[config.mk]
export PLATFORM = sky130hd
export DESIGN_NAME = fetch_pc_unit_flat
export DESIGN_NICKNAME = d
export VERILOG_FILES = /design/src/rtl/fetch_pc_unit_if.sv /design/src/rtl/fetch_pc_unit.sv /design/src/flat_wrapper.sv
export SDC_FILE = /design/constraint.sdc
export NUM_CORES = 1
export LEC_CHECK = 0
export BUFFER_PORTS_ARGS = -buffer_cell sky130_fd_sc_hd__buf_2
export CAP_MARGIN = 30
export CORE_MARGIN = 3
export CORE_UTILIZATION = 47
export DETAILED_ROUTE_END_ITERATION = 16
export GPL_TIMING_DRIVEN = 1
export PLACE_DENSITY = 0.82
export SLEW_MARGIN = 30
export SYNTH_ARGS = -nofsm -noshare
export SYNTH_HDL_FRONTEND = slang
export SYNTH_SLANG_ARGS = --single-unit
[constraint.sdc]
create_clock -name clk -period 2.18 [get_ports clk]
set_input_delay 0.654 -clock clk [delete_from_list [all_inputs] [get_ports clk]]
set_output_delay 0.654 -clock clk [all_outputs]
set_load 0.1 [all_outputs]
[src/rtl/fetch_pc_unit_if.sv]
// Instruction-memory request/response bus between fetch_pc_unit (master) and imem (slave).
// One outstanding request at a time; responses carry no tag.
interface fetch_pc_unit_if;
    logic        imem_req_valid;
    logic        imem_req_ready;
    logic [31:0] imem_addr;
    logic        imem_rsp_valid;
    logic [31:0] imem_rsp_data;

    modport master (
        output imem_req_valid,
        output imem_addr,
        input  imem_req_ready,
        input  imem_rsp_valid,
        input  imem_rsp_data
    );

    modport slave (
        input  imem_req_valid,
        input  imem_addr,
        output imem_req_ready,
        output imem_rsp_valid,
        output imem_rsp_data
    );
endinterface

[src/rtl/fetch_pc_unit.sv]
// RV32I program counter and fetch sequencer: one imem request per instruction, held for decode until retire.
// Optional feature macro MISALIGN_TRAP_EN: misaligned redirect traps into FAULT instead of being force-aligned.
module fetch_pc_unit #(
    parameter logic [31:0] RESET_PC = 32'h0000_0000
) (
    input  logic                   clk,
    input  logic                   rst_n,
    input  logic [31:0]            PC_IN,
    input  logic                   redirect,
    input  logic                   inst_ack,
    input  logic                   flush,
    input  logic [31:0]            flush_pc,
    fetch_pc_unit_if.master        imem,
    output logic [31:0]            PC,
    output logic [31:0]            inst,
    output logic                   inst_valid,
    output logic                   fetch_fault
);

    typedef enum logic [2:0] {
        ST_IDLE,
        ST_REQ,
        ST_WAIT,
        ST_VALID
`ifdef MISALIGN_TRAP_EN
        , ST_FAULT
`endif
    } state_t;

    state_t      r_state;
    state_t      w_next_state;
    logic [31:0] r_pc;
    logic [31:0] r_inst;
    logic        r_drop;
    logic        w_flush;
    logic        w_retire;
    logic        w_rsp_take;
    logic [31:0] w_redirect_pc;

    // IDLE ignores flush: it only exists for the single cycle after reset release.
    assign w_flush    = flush && (r_state != ST_IDLE);
    assign w_retire   = (r_state == ST_VALID) && inst_ack && !flush;
    assign w_rsp_take = (r_state == ST_WAIT) && imem.imem_rsp_valid && !r_drop && !flush;

`ifdef MISALIGN_TRAP_EN
    logic w_misaligned;
    assign w_redirect_pc = PC_IN;
    assign w_misaligned  = redirect && (PC_IN[1:0] != 2'b00);
`else
    assign w_redirect_pc = PC_IN & ~32'h3;
`endif

    // NOTE: every state element uses <= so all registers see pre-edge values regardless of block order.
    always_ff @(posedge clk or negedge rst_n) begin
        if (!rst_n) begin
            r_state <= ST_IDLE;
        end else begin
            r_state <= w_next_state;
        end
    end

    // NOTE: w_next_state is defaulted before the case so no path leaves it unassigned (no latch).
    always_comb begin
        w_next_state = r_state;
        case (r_state)
            ST_IDLE:  w_next_state = ST_REQ;
            ST_REQ:   if (imem.imem_req_ready) w_next_state = ST_WAIT;
            ST_WAIT: begin
                if (imem.imem_rsp_valid) begin
                    w_next_state = (r_drop || flush) ? ST_REQ : ST_VALID;
                end
            end
            ST_VALID: begin
                if (flush) begin
                    w_next_state = ST_REQ;
                end else if (inst_ack) begin
`ifdef MISALIGN_TRAP_EN
                    w_next_state = w_misaligned ? ST_FAULT : ST_REQ;
`else
                    w_next_state = ST_REQ;
`endif
                end
            end
`ifdef MISALIGN_TRAP_EN
            ST_FAULT: if (flush) w_next_state = ST_REQ;
`endif
            default:  w_next_state = ST_IDLE;
        endcase
    end

    // A request accepted alongside flush, or a flush while waiting, leaves one response to discard.
    always_ff @(posedge clk or negedge rst_n) begin
        if (!rst_n) begin
            r_pc   <= RESET_PC;
            r_inst <= 32'h0;
            r_drop <= 1'b0;
        end else begin
            if (w_flush) begin
                r_pc <= flush_pc;
            end else if (w_retire) begin
                r_pc <= redirect ? w_redirect_pc : r_pc + 32'd4;
            end

            if (w_rsp_take) begin
                r_inst <= imem.imem_rsp_data;
            end

            if (r_state == ST_REQ) begin
                if (imem.imem_req_ready && flush) r_drop <= 1'b1;
            end else if (r_state == ST_WAIT) begin
                if (imem.imem_rsp_valid)  r_drop <= 1'b0;
                else if (flush)           r_drop <= 1'b1;
            end
        end
    end

    always_comb begin
        imem.imem_req_valid = (r_state == ST_REQ);
        imem.imem_addr      = r_pc;
        PC                  = r_pc;
        inst                = r_inst;
        inst_valid          = (r_state == ST_VALID);
`ifdef MISALIGN_TRAP_EN
        fetch_fault         = (r_state == ST_FAULT);
`else
        fetch_fault         = 1'b0;
`endif
    end

endmodule
[src/flat_wrapper.sv]
// flat-port wrapper written by rule: the top's interface ports become plain ports
module fetch_pc_unit_flat 
#(
    parameter logic [31:0] RESET_PC = 32'h0000_0000
)
  (clk, rst_n, PC_IN, redirect, inst_ack, flush, flush_pc, PC, inst, inst_valid, fetch_fault, imem_imem_req_valid, imem_imem_addr, imem_imem_req_ready, imem_imem_rsp_valid, imem_imem_rsp_data);
  fetch_pc_unit_if imem_i ();
  input  logic clk;
  input  logic rst_n;
  input  logic [31:0] PC_IN;
  input  logic redirect;
  input  logic inst_ack;
  input  logic flush;
  input  logic [31:0] flush_pc;
  output logic [31:0] PC;
  output logic [31:0] inst;
  output logic inst_valid;
  output logic fetch_fault;
  output wire logic [$bits(imem_i.imem_req_valid)-1:0] imem_imem_req_valid;
  output wire logic [$bits(imem_i.imem_addr)-1:0] imem_imem_addr;
  input wire logic [$bits(imem_i.imem_req_ready)-1:0] imem_imem_req_ready;
  input wire logic [$bits(imem_i.imem_rsp_valid)-1:0] imem_imem_rsp_valid;
  input wire logic [$bits(imem_i.imem_rsp_data)-1:0] imem_imem_rsp_data;
  assign imem_imem_req_valid = imem_i.imem_req_valid;
  assign imem_imem_addr = imem_i.imem_addr;
  assign imem_i.imem_req_ready = imem_imem_req_ready;
  assign imem_i.imem_rsp_valid = imem_imem_rsp_valid;
  assign imem_i.imem_rsp_data = imem_imem_rsp_data;
  fetch_pc_unit #(.RESET_PC(RESET_PC)) u_core (.clk(clk), .rst_n(rst_n), .PC_IN(PC_IN), .redirect(redirect), .inst_ack(inst_ack), .flush(flush), .flush_pc(flush_pc), .imem(imem_i), .PC(PC), .inst(inst), .inst_valid(inst_valid), .fetch_fault(fetch_fault));
endmodule
==> results.ini <==
[detailed_routing]
viasPerCell=5.54
wl_um=12100
wl_per_cell_um=17.6
first_iter_violations=248
via_count=3790
drc=0
first_pass_iters=5
ant_nets=0

[placement]
place_inst=668
dp_hpwl_um=9130
portBuffers=198
gp_congestion=0.852

[yosys]
ys_seq_elements=67
seq_area_frac_synth_pct=41.4
ys_top_cells_by_area=dfrtp_1 (41%), mux2_2 (8.3%), buf_4 (7.0%)
yosys_warnings=0
synth_cell_types=58
ys_async_sr_fraction_pct=100
synth-edff-count=0
synth.net_count=511
synth_most_common_cell=dfrtp_1
ys.flop_type=dfrtp_1
synth.top_cell.area_share_pct=41.4
syn_inst=407
synthTopCellsByCount=dfrtp_1 (67), buf_4 (38), nand2_1 (34)
synth_area_leader_cell=dfrtp_1
synth_area_um2=4050
syn_avg_cell_area_um2=9.95

[worst_setup_path]
ff2ff_setup_slack_ns=0.18
crit_path_end_kind=primary output
worstPathArrival_ns=1.42
rr_endpoint=u_core.PC[24]
crit_path_start=u_core.PC[17]
start_kind=flip-flop
crit_chain=buf_2
cp_slowest_stage_delay_ns=0.57
r2r_cells=6
cpLargestDelayFamily=flip-flops
crit_type=reg2out
slowest_stage=dfrtp_1
cp.buffers_inverters=1
cp_max_fo=8
crit_required_ns=1.53
rr_startpoint=u_core.PC[2]

[die]
initial_core_util_pct=48.8
fp.dieH_um=98.8
fp.coreArea_um2=8300
design.die.area_um2=9760
die_w_um=98.8
boundaryPins=202
num_rows=33

[clock_tree]
cts_root_buf=clkbuf_8
insertion_delay_ns=0.35
htree_levels=3
cts.sinks=67
cts_tree=built
clk_pin_slew_ns=0.08
numCtsBuffers=9
clk_path_buf_depth=2

[timing]
rsz0062_at_grt=no
final_max_slew_viol_count=0
period_share_pct=95.1
worst_pin_slew_ns=0.506
relSlewSlack_pct=66.2
max_freq_mhz=482
finalSetupViolations=0
skew_ns=0.0107
finalHoldViolations=0
tns_ns=0
min_period_ns=2.07

[global_routing]
grt_overflow_total=0
grt_pass1_vias=3892
grt_pass1_wl_um=19300
grt.total_usage_pct=24.7
grt_max_degree=68
antenna_found_initial=0

[final_layout]
syn2layout_area_growth_pct=27.7
drive_gt1_share_pct=51.3
final-instance-count-excl-fill=684
layout.nets=678
antenna-diode-count=0

[status]
status=finished, final reports clean

[min_path]
hp-class=in2async

[job]
drv_cap=0

==> cell usage in the layout, fill, tap and decap left out, drive strengths merged, types with 11 or more instances in the layout <==
cell,n
buf,215
dfrtp,67
nand2,34
mux2,32
o21ai,28
a21oi,18
nand3,16
a22oi,16
nor2,14
nand4,12
xnor2,11
==> worst max path at each step <==
stage	endpoint	slack, ns	depth (start not counted)
global route	imem_imem_req_valid	0.02	3
CTS	inst_valid	0.01	2
global placement	u_core.PC[30]	0.23	7
floorplan	u_core.PC[31]	0.005	4
finish	PC[17]	0.11	1
detailed placement	u_core.inst[10]	0.20	5
==> per-layer routing <==
layer,vias up,track usage (%),part of all wire [%]
met2,195,42.1,49
met1,1776,30.9,41
met4,0,7.04,1.6
li1,1803,-,-
met5,-,0,0
met3,16,6.37,9.1
==> cells by family after synthesis <==
logic type,synth area share [%]
AND/OR/NAND/NOR,16.9
AO/OA/AOI/OAI,17.1
flip-flops,41.4
buffers and inverters,9.95
multiplexers,11.4
XOR/XNOR,2.81
adder cells (fa/ha/maj),0.309
other,0.0926
==> layout make-up <==
| class | count | area, um^2 |
|---|---|---|
| fill | 755 | 3130 |
| multi-input combinational | 275 | 1980 |
| sequential | 67 | 1710 |
| timing repair buffer | 216 | 1160 |
| tap | 105 | 131 |
| clock buffer | 9 | 124 |
| clock inverter | 7 | 53.8 |
| inverter | 5 | 18.8 |
==> flip-flops by register name, summed over array words and instances, names as in the netlist <==
name,cells
u_core.r_drop,1
u_core.inst,32
u_core.r_state,2
u_core.PC,32
==> stage by stage <==
stage	instance area (um^2)	setup slack (ns)	utilization (%)	hold WS [ns]
detailed placement	4990	0.202	60.1	0.478
CTS	5170	0.0117	62.2	0.317
global route	5170	0.0186	62.3	0.311
floorplan	4080	0.00529	-	0.358
finish	5170	0.106	62.3	0.298
global placement	4990	0.233	60.1	0.464
==> repair_timing <==
action                                  4_1_cts  5_1_grt
resized for setup                             1        1
endpoints found under the setup margin        1        1
setup buffers                                 0        0
pin swaps                                     0        0
hold buffers                                  0        0
Power is not shown: default switching activity piles up to over one toggle a cycle in this logic, so the estimate is an artifact.
